`config.mk`:
```
export PLATFORM = sky130hd
export DESIGN_NAME = mem_stage
export DESIGN_NICKNAME = d
export VERILOG_FILES = /design/src/rtl/mem_stage_pkg.sv /design/src/rtl/mem_stage_align.sv /design/src/rtl/mem_stage.sv
export SDC_FILE = /design/constraint.sdc
export NUM_CORES = 1
export LEC_CHECK = 0
export BUFFER_PORTS_ARGS = -buffer_cell sky130_fd_sc_hd__buf_2
export CORE_MARGIN = 2
export CORE_UTILIZATION = 45
export DETAILED_ROUTE_END_ITERATION = 10
export GPL_ROUTABILITY_DRIVEN = 0
export GPL_TIMING_DRIVEN = 0
export PLACE_DENSITY = 0.83
export REMOVE_ABC_BUFFERS = 1
export SKIP_CTS_REPAIR_TIMING = 1
export SLEW_MARGIN = 40
export SYNTH_ARGS = -nofsm -noshare
export SYNTH_HDL_FRONTEND = slang
export SYNTH_SLANG_ARGS = --single-unit
```
`constraint.sdc`:
```
create_clock -name CLK -period 4.25 [get_ports CLK]
set_input_delay 0.85 -clock CLK [delete_from_list [all_inputs] [get_ports CLK]]
set_output_delay 0.85 -clock CLK [all_outputs]
set_load 0.03 [all_outputs]
```
`src/rtl/mem_stage_pkg.sv`:
```
// Shared definitions for the MEM pipeline stage: memory op codes, FSM states,
// access sizing and the latched-access / write-back bundles.
package mem_stage_pkg;

  localparam logic [5:0] OP_LB  = 6'h20;
  localparam logic [5:0] OP_LH  = 6'h21;
  localparam logic [5:0] OP_LW  = 6'h23;
  localparam logic [5:0] OP_LBU = 6'h24;
  localparam logic [5:0] OP_LHU = 6'h25;
  localparam logic [5:0] OP_SB  = 6'h28;
  localparam logic [5:0] OP_SH  = 6'h29;
  localparam logic [5:0] OP_SW  = 6'h2B;

  typedef enum logic {
    IDLE = 1'b0,
    WAIT = 1'b1
  } state_t;

  typedef enum logic [1:0] {
    SZ_BYTE = 2'd0,
    SZ_HALF = 2'd1,
    SZ_WORD = 2'd2
  } size_t;

  // Access width implied by the op code; unknown ops are treated as word accesses
  function automatic size_t op_size(input logic [5:0] op);
    case (op)
      OP_LB, OP_LBU, OP_SB: op_size = SZ_BYTE;
      OP_LH, OP_LHU, OP_SH: op_size = SZ_HALF;
      default:              op_size = SZ_WORD;
    endcase
  endfunction

  typedef struct packed {
    logic [31:0] instr;
    logic [31:0] pc;
    logic [31:0] addr;
    logic [5:0]  op;
    logic [4:0]  rd;
    logic        reg_write;
    logic        is_load;
  } mem_req_t;

  typedef struct packed {
    logic [31:0] instr;
    logic [31:0] pc;
    logic [31:0] wdata;
    logic [4:0]  rd;
    logic        reg_write;
  } wb_bundle_t;

endpackage

```
`src/rtl/mem_stage_align.sv`:
```
// Big-endian lane logic: byte enables, store-data replication and misalign
// detect for the outgoing access; lane extraction and extension for loads.
module mem_align
  import mem_stage_pkg::*;
(
  input  logic [5:0]  st_op,
  input  logic [1:0]  st_addr,
  input  logic [31:0] st_data,
  output logic [3:0]  be_c,
  output logic [31:0] wdata_c,
  output logic        misalign_c,
  input  logic [5:0]  ld_op,
  input  logic [1:0]  ld_addr,
  input  logic [31:0] rdata,
  output logic [31:0] load_data_c
);

  logic [7:0]  byte_lane;
  logic [15:0] half_lane;
  logic        sext;

  // Outgoing access: byte 0 lives in bits 31:24
  always_comb begin
    be_c       = 4'b1111;
    wdata_c    = st_data;
    misalign_c = 1'b0;
    case (op_size(st_op))
      SZ_BYTE: begin
        be_c    = 4'b1000 >> st_addr;
        wdata_c = {4{st_data[7:0]}};
      end
      SZ_HALF: begin
        be_c       = st_addr[1] ? 4'b0011 : 4'b1100;
        wdata_c    = {2{st_data[15:0]}};
        misalign_c = st_addr[0];
      end
      default: begin
        be_c       = 4'b1111;
        misalign_c = |st_addr;
      end
    endcase
  end

  // Returning load data: pick the addressed lane, then extend
  always_comb begin
    case (ld_addr)
      2'd0:    byte_lane = rdata[31:24];
      2'd1:    byte_lane = rdata[23:16];
      2'd2:    byte_lane = rdata[15:8];
      default: byte_lane = rdata[7:0];
    endcase
    half_lane = ld_addr[1] ? rdata[15:0] : rdata[31:16];
    sext      = (ld_op == OP_LB) || (ld_op == OP_LH);
    case (op_size(ld_op))
      SZ_BYTE: load_data_c = {{24{sext & byte_lane[7]}}, byte_lane};
      SZ_HALF: load_data_c = {{16{sext & half_lane[15]}}, half_lane};
      default: load_data_c = rdata;
    endcase
  end

endmodule

```
`src/rtl/mem_stage.sv`:
```
// MEM stage: passes ALU results to WB, runs loads/stores over a req/ack data
// port with a bounded wait, and stalls EXE while an access is outstanding.
module mem_stage
  import mem_stage_pkg::*;
#(
  parameter int unsigned TIMEOUT_CYCLES = 16
) (
  input  logic        CLK,
  input  logic        RESET,
  input  logic [31:0] Instr1_IN,
  input  logic [31:0] Instr1_PC_IN,
  input  logic [31:0] ALU_result1_IN,
  input  logic [4:0]  WriteRegister1_IN,
  input  logic [31:0] MemWriteData1_IN,
  input  logic        RegWrite1_IN,
  input  logic [5:0]  ALU_Control1_IN,
  input  logic        MemRead1_IN,
  input  logic        MemWrite1_IN,
  output logic        dmem_req,
  output logic        dmem_we,
  output logic [31:0] dmem_addr,
  output logic [3:0]  dmem_be,
  output logic [31:0] dmem_wdata,
  input  logic [31:0] dmem_rdata,
  input  logic        dmem_ack,
  output logic        stall_OUT,
  output logic [31:0] Instr1_OUT,
  output logic [31:0] Instr1_PC_OUT,
  output logic [31:0] WriteData1_OUT,
  output logic [4:0]  WriteRegister1_OUT,
  output logic        RegWrite1_OUT,
  output logic        err_OUT
);

  localparam int unsigned CNT_W = $clog2(TIMEOUT_CYCLES + 1);

  state_t        state, state_n;
  logic [CNT_W-1:0] cnt, cnt_n, cnt_inc;
  mem_req_t      lat, lat_n;
  wb_bundle_t    wb_q, wb_n;
  logic          req_n, we_n, stall_n, err_n;
  logic [31:0]   addr_n, wdata_n;
  logic [3:0]    be_n;

  logic          in_valid, is_mem;
  logic [3:0]    be_c;
  logic [31:0]   wdata_c, load_data_c;
  logic          misalign_c;

  mem_align u_align (
    .st_op       (ALU_Control1_IN),
    .st_addr     (ALU_result1_IN[1:0]),
    .st_data     (MemWriteData1_IN),
    .be_c        (be_c),
    .wdata_c     (wdata_c),
    .misalign_c  (misalign_c),
    .ld_op       (lat.op),
    .ld_addr     (lat.addr[1:0]),
    .rdata       (dmem_rdata),
    .load_data_c (load_data_c)
  );

  assign in_valid = (Instr1_PC_IN != 32'd0);
  assign is_mem   = MemRead1_IN | MemWrite1_IN;
  assign cnt_inc  = cnt + CNT_W'(1);

  // Next-state and next-output logic; WB defaults to a bubble each cycle
  always_comb begin
    state_n        = state;
    cnt_n          = cnt;
    lat_n          = lat;
    req_n          = 1'b0;
    we_n           = dmem_we;
    addr_n         = dmem_addr;
    be_n           = dmem_be;
    wdata_n        = dmem_wdata;
    stall_n        = 1'b0;
    err_n          = 1'b0;
    wb_n           = wb_q;
    wb_n.pc        = 32'd0;
    wb_n.reg_write = 1'b0;

    case (state)
      IDLE: begin
        if (in_valid) begin
          if (!is_mem) begin
            wb_n.instr     = Instr1_IN;
            wb_n.pc        = Instr1_PC_IN;
            wb_n.wdata     = ALU_result1_IN;
            wb_n.rd        = WriteRegister1_IN;
            wb_n.reg_write = RegWrite1_IN;
          end else if (misalign_c) begin
            err_n = 1'b1;
          end else begin
            lat_n.instr     = Instr1_IN;
            lat_n.pc        = Instr1_PC_IN;
            lat_n.addr      = ALU_result1_IN;
            lat_n.op        = ALU_Control1_IN;
            lat_n.rd        = WriteRegister1_IN;
            lat_n.reg_write = RegWrite1_IN;
            lat_n.is_load   = ~MemWrite1_IN;
            req_n           = 1'b1;
            we_n            = MemWrite1_IN;
            addr_n          = {ALU_result1_IN[31:2], 2'b00};
            be_n            = be_c;
            wdata_n         = wdata_c;
            cnt_n           = '0;
            state_n         = WAIT;
          end
        end
      end
      WAIT: begin
        req_n = 1'b1;
        if (dmem_ack) begin
          req_n          = 1'b0;
          state_n        = IDLE;
          wb_n.instr     = lat.instr;
          wb_n.pc        = lat.pc;
          wb_n.rd        = lat.rd;
          wb_n.wdata     = lat.is_load ? load_data_c : lat.addr;
          wb_n.reg_write = lat.is_load & lat.reg_write;
        end else if (cnt_inc == CNT_W'(TIMEOUT_CYCLES)) begin
          req_n   = 1'b0;
          err_n   = 1'b1;
          state_n = IDLE;
        end else begin
          cnt_n = cnt_inc;
        end
      end
      default: state_n = IDLE;
    endcase

    stall_n = (state_n == WAIT);
  end

  // State and output registers
  always_ff @(posedge CLK or negedge RESET) begin
    if (!RESET) begin
      state      <= IDLE;
      cnt        <= '0;
      lat        <= '0;
      wb_q       <= '0;
      dmem_req   <= 1'b0;
      dmem_we    <= 1'b0;
      dmem_addr  <= 32'd0;
      dmem_be    <= 4'd0;
      dmem_wdata <= 32'd0;
      stall_OUT  <= 1'b0;
      err_OUT    <= 1'b0;
    end else begin
      state      <= state_n;
      cnt        <= cnt_n;
      lat        <= lat_n;
      wb_q       <= wb_n;
      dmem_req   <= req_n;
      dmem_we    <= we_n;
      dmem_addr  <= addr_n;
      dmem_be    <= be_n;
      dmem_wdata <= wdata_n;
      stall_OUT  <= stall_n;
      err_OUT    <= err_n;
    end
  end

  assign Instr1_OUT         = wb_q.instr;
  assign Instr1_PC_OUT      = wb_q.pc;
  assign WriteData1_OUT     = wb_q.wdata;
  assign WriteRegister1_OUT = wb_q.rd;
  assign RegWrite1_OUT      = wb_q.reg_write;

endmodule

```
# Word-level counts from Yosys, hierarchy flattened
# Cells that the tools add are included.
# totals
reg_bits	285
out_inout_bits	174
elab_cells	97
# op_classes
addsub	1
eq_ne	24
n_shift	1
muxes	32
n_bitwise	7
reduce_logical	13
# ops
op	n
2-to-1 mux 102 bit	3
one-hot mux 102 bit (2 select lines)	1
one-hot mux 32 bit (2 select lines)	2
equality test 6 bit (second input constant)	12
2-to-1 mux 32 bit	1
nonzero test 32 bit	1
2-to-1 mux 5 bit	5
one-hot mux 8 bit (3 select lines)	1
2-to-1 mux 16 bit	1
!= test 2 bit (second input constant)	7
OR reduction 3 bit	4
2-to-1 mux 1 bit	10
one-hot mux 5 bit (2 select lines)	1
one-hot mux 2 bit (2 select lines)	2
one-hot mux 4 bit (2 select lines)	1
equality test 2 x 1 -> 1 bit (second input constant)	3
logical NOT 2 bit	3
one-hot mux 1 bit (2 select lines)	3
adder 5 x 1 -> 5 bit (second input constant)	1
equality test 5 bit (second input constant)	1
AND reduction 5 bit	1
2-to-1 mux 4 bit	1
AND reduction 4 bit	1
right shift 4 x 2 -> 4 bit (first input constant)	1
7 further kinds	11

# Logic depth before layout (Yosys ltp)
# logic_depth
depth_word	9
mapped_depth	9

# Hierarchy
# Synthesis repeated with hierarchy kept, for this count alone.
# hier_totals
cells_unflattened	956
area_unflattened_um2	11772.5
# modules_own_cells
module	instances	cells_per_inst	area_per_inst_um2	seq_area_each_um2
mem_stage	1	777	10481.3	6381.1
mem_align	1	179	1291.2	0.0

# Worst setup path after synthesis
# No wires, ideal clock.
# synth_path
path_type	input port to flip-flop
from	input port ALU_Control1_IN[1]
to	register lat[49] (netlist name)
arrival_time_ns	2.649
required_ns	4.123
slack_ns	1.473
stages	9
path_cell_list	or3b_4 > nor3b_2 > buf_4 > o22ai_2 > or2_1 > buf_2 > buf_6 > buf_6 > mux2_1
# synth_between
elab_chain_len	7
elab_cells_between_ends	14
# synth_lines
element	line_no	rtl
from (decl)	mem_stage.sv:16	input logic [5:0] ALU_Control1_IN,
equality test 6 bit	mem_stage_pkg.sv:27	case (op)
OR reduction 3 bit	mem_stage_pkg.sv:27	
one-hot mux 2 bit (2 select lines) (*)	mem_stage_pkg.sv:27	
equality test 2 x 1 -> 1 bit or logical NOT 2 bit (tied branches)	mem_stage_align.sv:27	case (op_size(st_op))
one-hot mux 1 bit (2 select lines) (*)	mem_stage_align.sv:27	
NOT 1 bit (no line) (*)	n/a	
AND reduction 4 bit (no line) (*)	n/a	
to (signal assigned)	mem_stage.sv:153	lat <= lat_n;
to (decl)	mem_stage.sv:39	mem_req_t lat, lat_n;
# Every way passes the cells marked *; elsewhere a longest branch is shown, timed or not.
# A chain may end at the register's enable or synchronous reset.

# Worst setup path after layout
# layout_path
from	input port Instr1_PC_IN[27]
to	register lat[41] (netlist name)
# layout_between
elab_chain_len	2
# layout_lines
element	line_no	rtl
from (decl)	mem_stage.sv:11	input logic [31:0] Instr1_PC_IN,
nonzero test 32 bit	mem_stage.sv:63	assign in_valid = (Instr1_PC_IN != 32'd0);
AND reduction 4 bit (no line)	n/a	
# No other way between the ends.

==> flow_summary_export.csv <==
group,metric,value,unit
global_routing,first_global_vias,9413,
synth,synth.top_cells.by_count,"dfrtp_1, mux2_1, nand2_1",
synth,postSynth.asyncResetShare,100.0,%
placement,post-place-cells,1596,
synth,synth.yosys.seq_area_share,54.47,%
timing,final_clock_period_utilization_by_the_worst_path,81.49,%
synth,yosys_most_used_dff,"dfrtp_1",
synth,synth_top_area_share,54.47,%
cells_and_area,nFillCells,2078,
synth,synth_edf_count,0,
global_routing,grt_overflow_total,0,
synth,synth.cell_area,11710,um2
timing,final_max_slew_viol_count,0,
synth,yosys_warnings,0,
timing,setup_failing_eps_final,0,
setup_path,endpoint_kind,"flip-flop",
floorplanning,floorplan.rows,59,
flow_run,timing.max_cap.violations,0,
placement,postPlaceCellArea,13810,um2
setup_path,critPathMostFrequentCell,"buf_12",
floorplanning,initial_core_util,45.34,%
placement,buffer_ports.inserted,348,
run_status,result_of_the_run,"finished clean",
timing,finalWorstSetupSlack,0.7869,ns
synth,yosys.cell_count.top_type,"dfrtp_1",
clock_tree,clk_latency,0.54,ns
setup_path,critical_path.n_buffers_inverters,3,
clock_tree,ctsHtreeMaxLevel,1,
cells_and_area,instances_no_fill,1655,
routing,detail_route.first_pass.iterations,5,
power_and_ir_drop,max-vdd-ir-drop,0.3994,mV
timing,maxClockFrequency,0.2888,GHz
setup_path,worst-path-max-fanout,36,
power_and_ir_drop,cellPowerDensity,582.2,nW/um2
routing,ant_nets,0,
setup_path,regToRegEndpoint,"WriteData1_OUT[1]",
clock_tree,cts_buffers,28,
global_routing,grt_antenna_before_repair,6,
global_routing,wire_length_of_the_first_global_routing_pass,51650,um
synth,cell_type_contributing_the_most_total_cell_area_after_synthesis,"dfrtp_1",
setup_path,timing_worst_setup_path_type,"in2reg",
setup_path,ff2ff_setup_slack,1.33,ns
cells_and_area,syn_to_layout_area_delta,26.72,%
synth,postSynthCellCount,992,
setup_path,path_delay_family,"simple AND/OR/NAND/NOR gates",
synth,synth.lib_cells_used.distinct,58,
synth,post_synth_main_area_contributors,"dfrtp_1, mux2_1, nand2_1",
setup_path,timing.critical_path.from_type,"input port",
clock_tree,ctsRootBufferMaster,"clkbuf_16",
routing,first_iter_violations,854,
timing,hold_violations,0,
floorplanning,pin_count,351,
timing,worst_hold_slack,0.2416,ns
placement,place_hpwl,24100,um
cells_and_area,design.final.nets,1470,
floorplanning,fp.dieW,165.4,um
setup_path,crit_path_top_delay_cell,"o21ai_2",
setup_path,crit_path_cell_trace,"buf_2 -> nor4_1 -> nand4_1 -> o21ai_2 -> or2_4 -> buf_12 -> buf_12 -> mux2_1",
timing,rsz_0062_raised_after_global_routing,"false",
clock_tree,tritoncts,"yes",
floorplanning,die_footprint,27340,um2
timing,actual_slew_at_the_worst_max_slew_pin,0.7545,ns
setup_path,worst_path_required,4.66,ns
routing,avgViaCountPerCell,5.673,
clock_tree,clkSinkCount,255,
clock_tree,cts.clk_slew.worst_paths,0.06,ns
routing,num_vias,9388,
cells_and_area,drive_gt1_share,35.24,%
routing,route.detailed.drc,0,
floorplanning,core-area,25840,um2
setup_path,worst-r2r-cell-count,5,
routing,post_drt_wl_per_cell,20.94,um
timing,slew_headroom,49.70,%
routing,detail_route.wirelength,34660,um
cells_and_area,final_cell_area,14850,um2
synth,ys_ff_latch,255,
setup_path,critical-path-max-stage-delay,0.66,ns
placement,dp_worst_setup_slack,0.2741,ns
timing,period_minus_slack,3.463,ns
power_and_ir_drop,leakage,7.116,nW
timing,skew,0.01042,ns
synth,post_synth.cell_area_avg,11.81,um2
setup_path,cp.arrival,3.88,ns
setup_path,reg2reg_from,"lat[11]",
global_routing,largest_net_degree_at_the_start_of_global_routing,76,
floorplanning,die_y,165.4,um
hold_path,worst_hold_path_type,"in2async",
clock_tree,cts_max_path_buffers,3,
global_routing,groute.usage.overall,24.39,%
[metrics by stage]
step | util, % | setup TNS (ns) | power [mW]
finish | 57.46 | 0 | 8.644
global route | 57.43 | 0 | 9.047
CTS | 57.30 | 0 | 8.683
detailed placement | 53.46 | 0 | 6.083
global placement | 51.54 | -1440.64 | 5.962
floorplan | - | -205.79 | 5.069
[cells in the final DEF, fill, tap and decap left out, types with 7 or more instances in the layout]
master	netlist	routed
o22a_1	22	22
a21o_1	7	7
clkbuf_16	0	29
inv_1	12	12
nor2_1	31	29
o41ai_1	7	7
mux2_1	138	138
clkbuf_8	0	9
mux2i_1	16	16
o21ai_0	29	29
dfrtp_1	255	251
nand2_1	138	138
nor3b_1	9	9
a22oi_1	44	44
nor4_1	8	8
buf_2	18	348
a221o_1	27	27
buf_8	0	9
a31oi_1	11	10
a21oi_1	13	13
a211oi_1	9	9
a22o_1	32	32
mux2_2	14	14
[cell type report]
type | count | area, um2 | area share [%]
Inverter | 12 | 45.04 | 0.3034
Sequential cell | 255 | 6386 | 43.02
Multi-Input combinational cell | 622 | 4836 | 32.57
Antenna cell | 6 | 15.01 | 0.1011
Clock buffer | 44 | 872.1 | 5.874
Clock inverter | 8 | 121.4 | 0.8175
Timing Repair Buffer | 373 | 2151 | 14.49
Tap cell | 335 | 419.2 | 2.823
[how the worst max path moves through the flow]
| stage | startpoint | end | slack [ns] | cells after the start |
|---|---|---|---|---|
| after floorplan | MemWrite1_IN | WriteData1_OUT[16] | -1.68 | 4 |
| after global placement | MemWrite1_IN | WriteData1_OUT[18] | -7.85 | 5 |
| after detailed placement | Instr1_PC_IN[27] | lat[41] | 0.27 | 8 |
| after CTS | Instr1_PC_IN[27] | lat[81] | 0.81 | 8 |
| after global routing | Instr1_PC_IN[27] | lat[96] | 0.57 | 8 |
| final | Instr1_PC_IN[27] | lat[41] | 0.79 | 8 |
[layer usage]
| metal | part of all wire (%) | up-vias | GRT usage [%] |
|---|---|---|---|
| met5 | 0.087 | - | 0 |
| met1 | 39 | 4681 | 29.62 |
| li1 | - | 4208 | - |
| met2 | 49 | 389 | 41.76 |
| met4 | 4.0 | 4 | 10.07 |
| met3 | 7.7 | 106 | 5.819 |
[power by group]
group          total (mW)  internal, mW  leakage, nW  switching, mW
combinational        2.58         0.912         3.54           1.67
clock                2.58          1.59        0.488          0.994
sequential           3.48          3.04         3.08          0.442
[logic make-up after synthesis]
family                     after synthesis  synth area share (%)
and+or+nand+nor                        216                 8.085
adders and majority gates                1                0.1068
xor gates and xnor gates                 2                0.1496
muxes                                  174                 17.13
other                                    1               0.03201
buffers and inverters                  116                 5.191
DFF                                    255                 54.47
AOI/OAI and AO/OA                      227                 14.84
[sequential cells by signal (all words and copies together), names as in the netlist]
name	flops
dmem_be	4
Instr1_OUT	32
cnt	5
lat	109
WriteRegister1_OUT	5
Instr1_PC_OUT	32
RegWrite1_OUT	1
state	1
WriteData1_OUT	32
dmem_wdata	32
err_OUT	1
dmem_we	1
No activity file was read; power rests on OpenSTA's default activity.
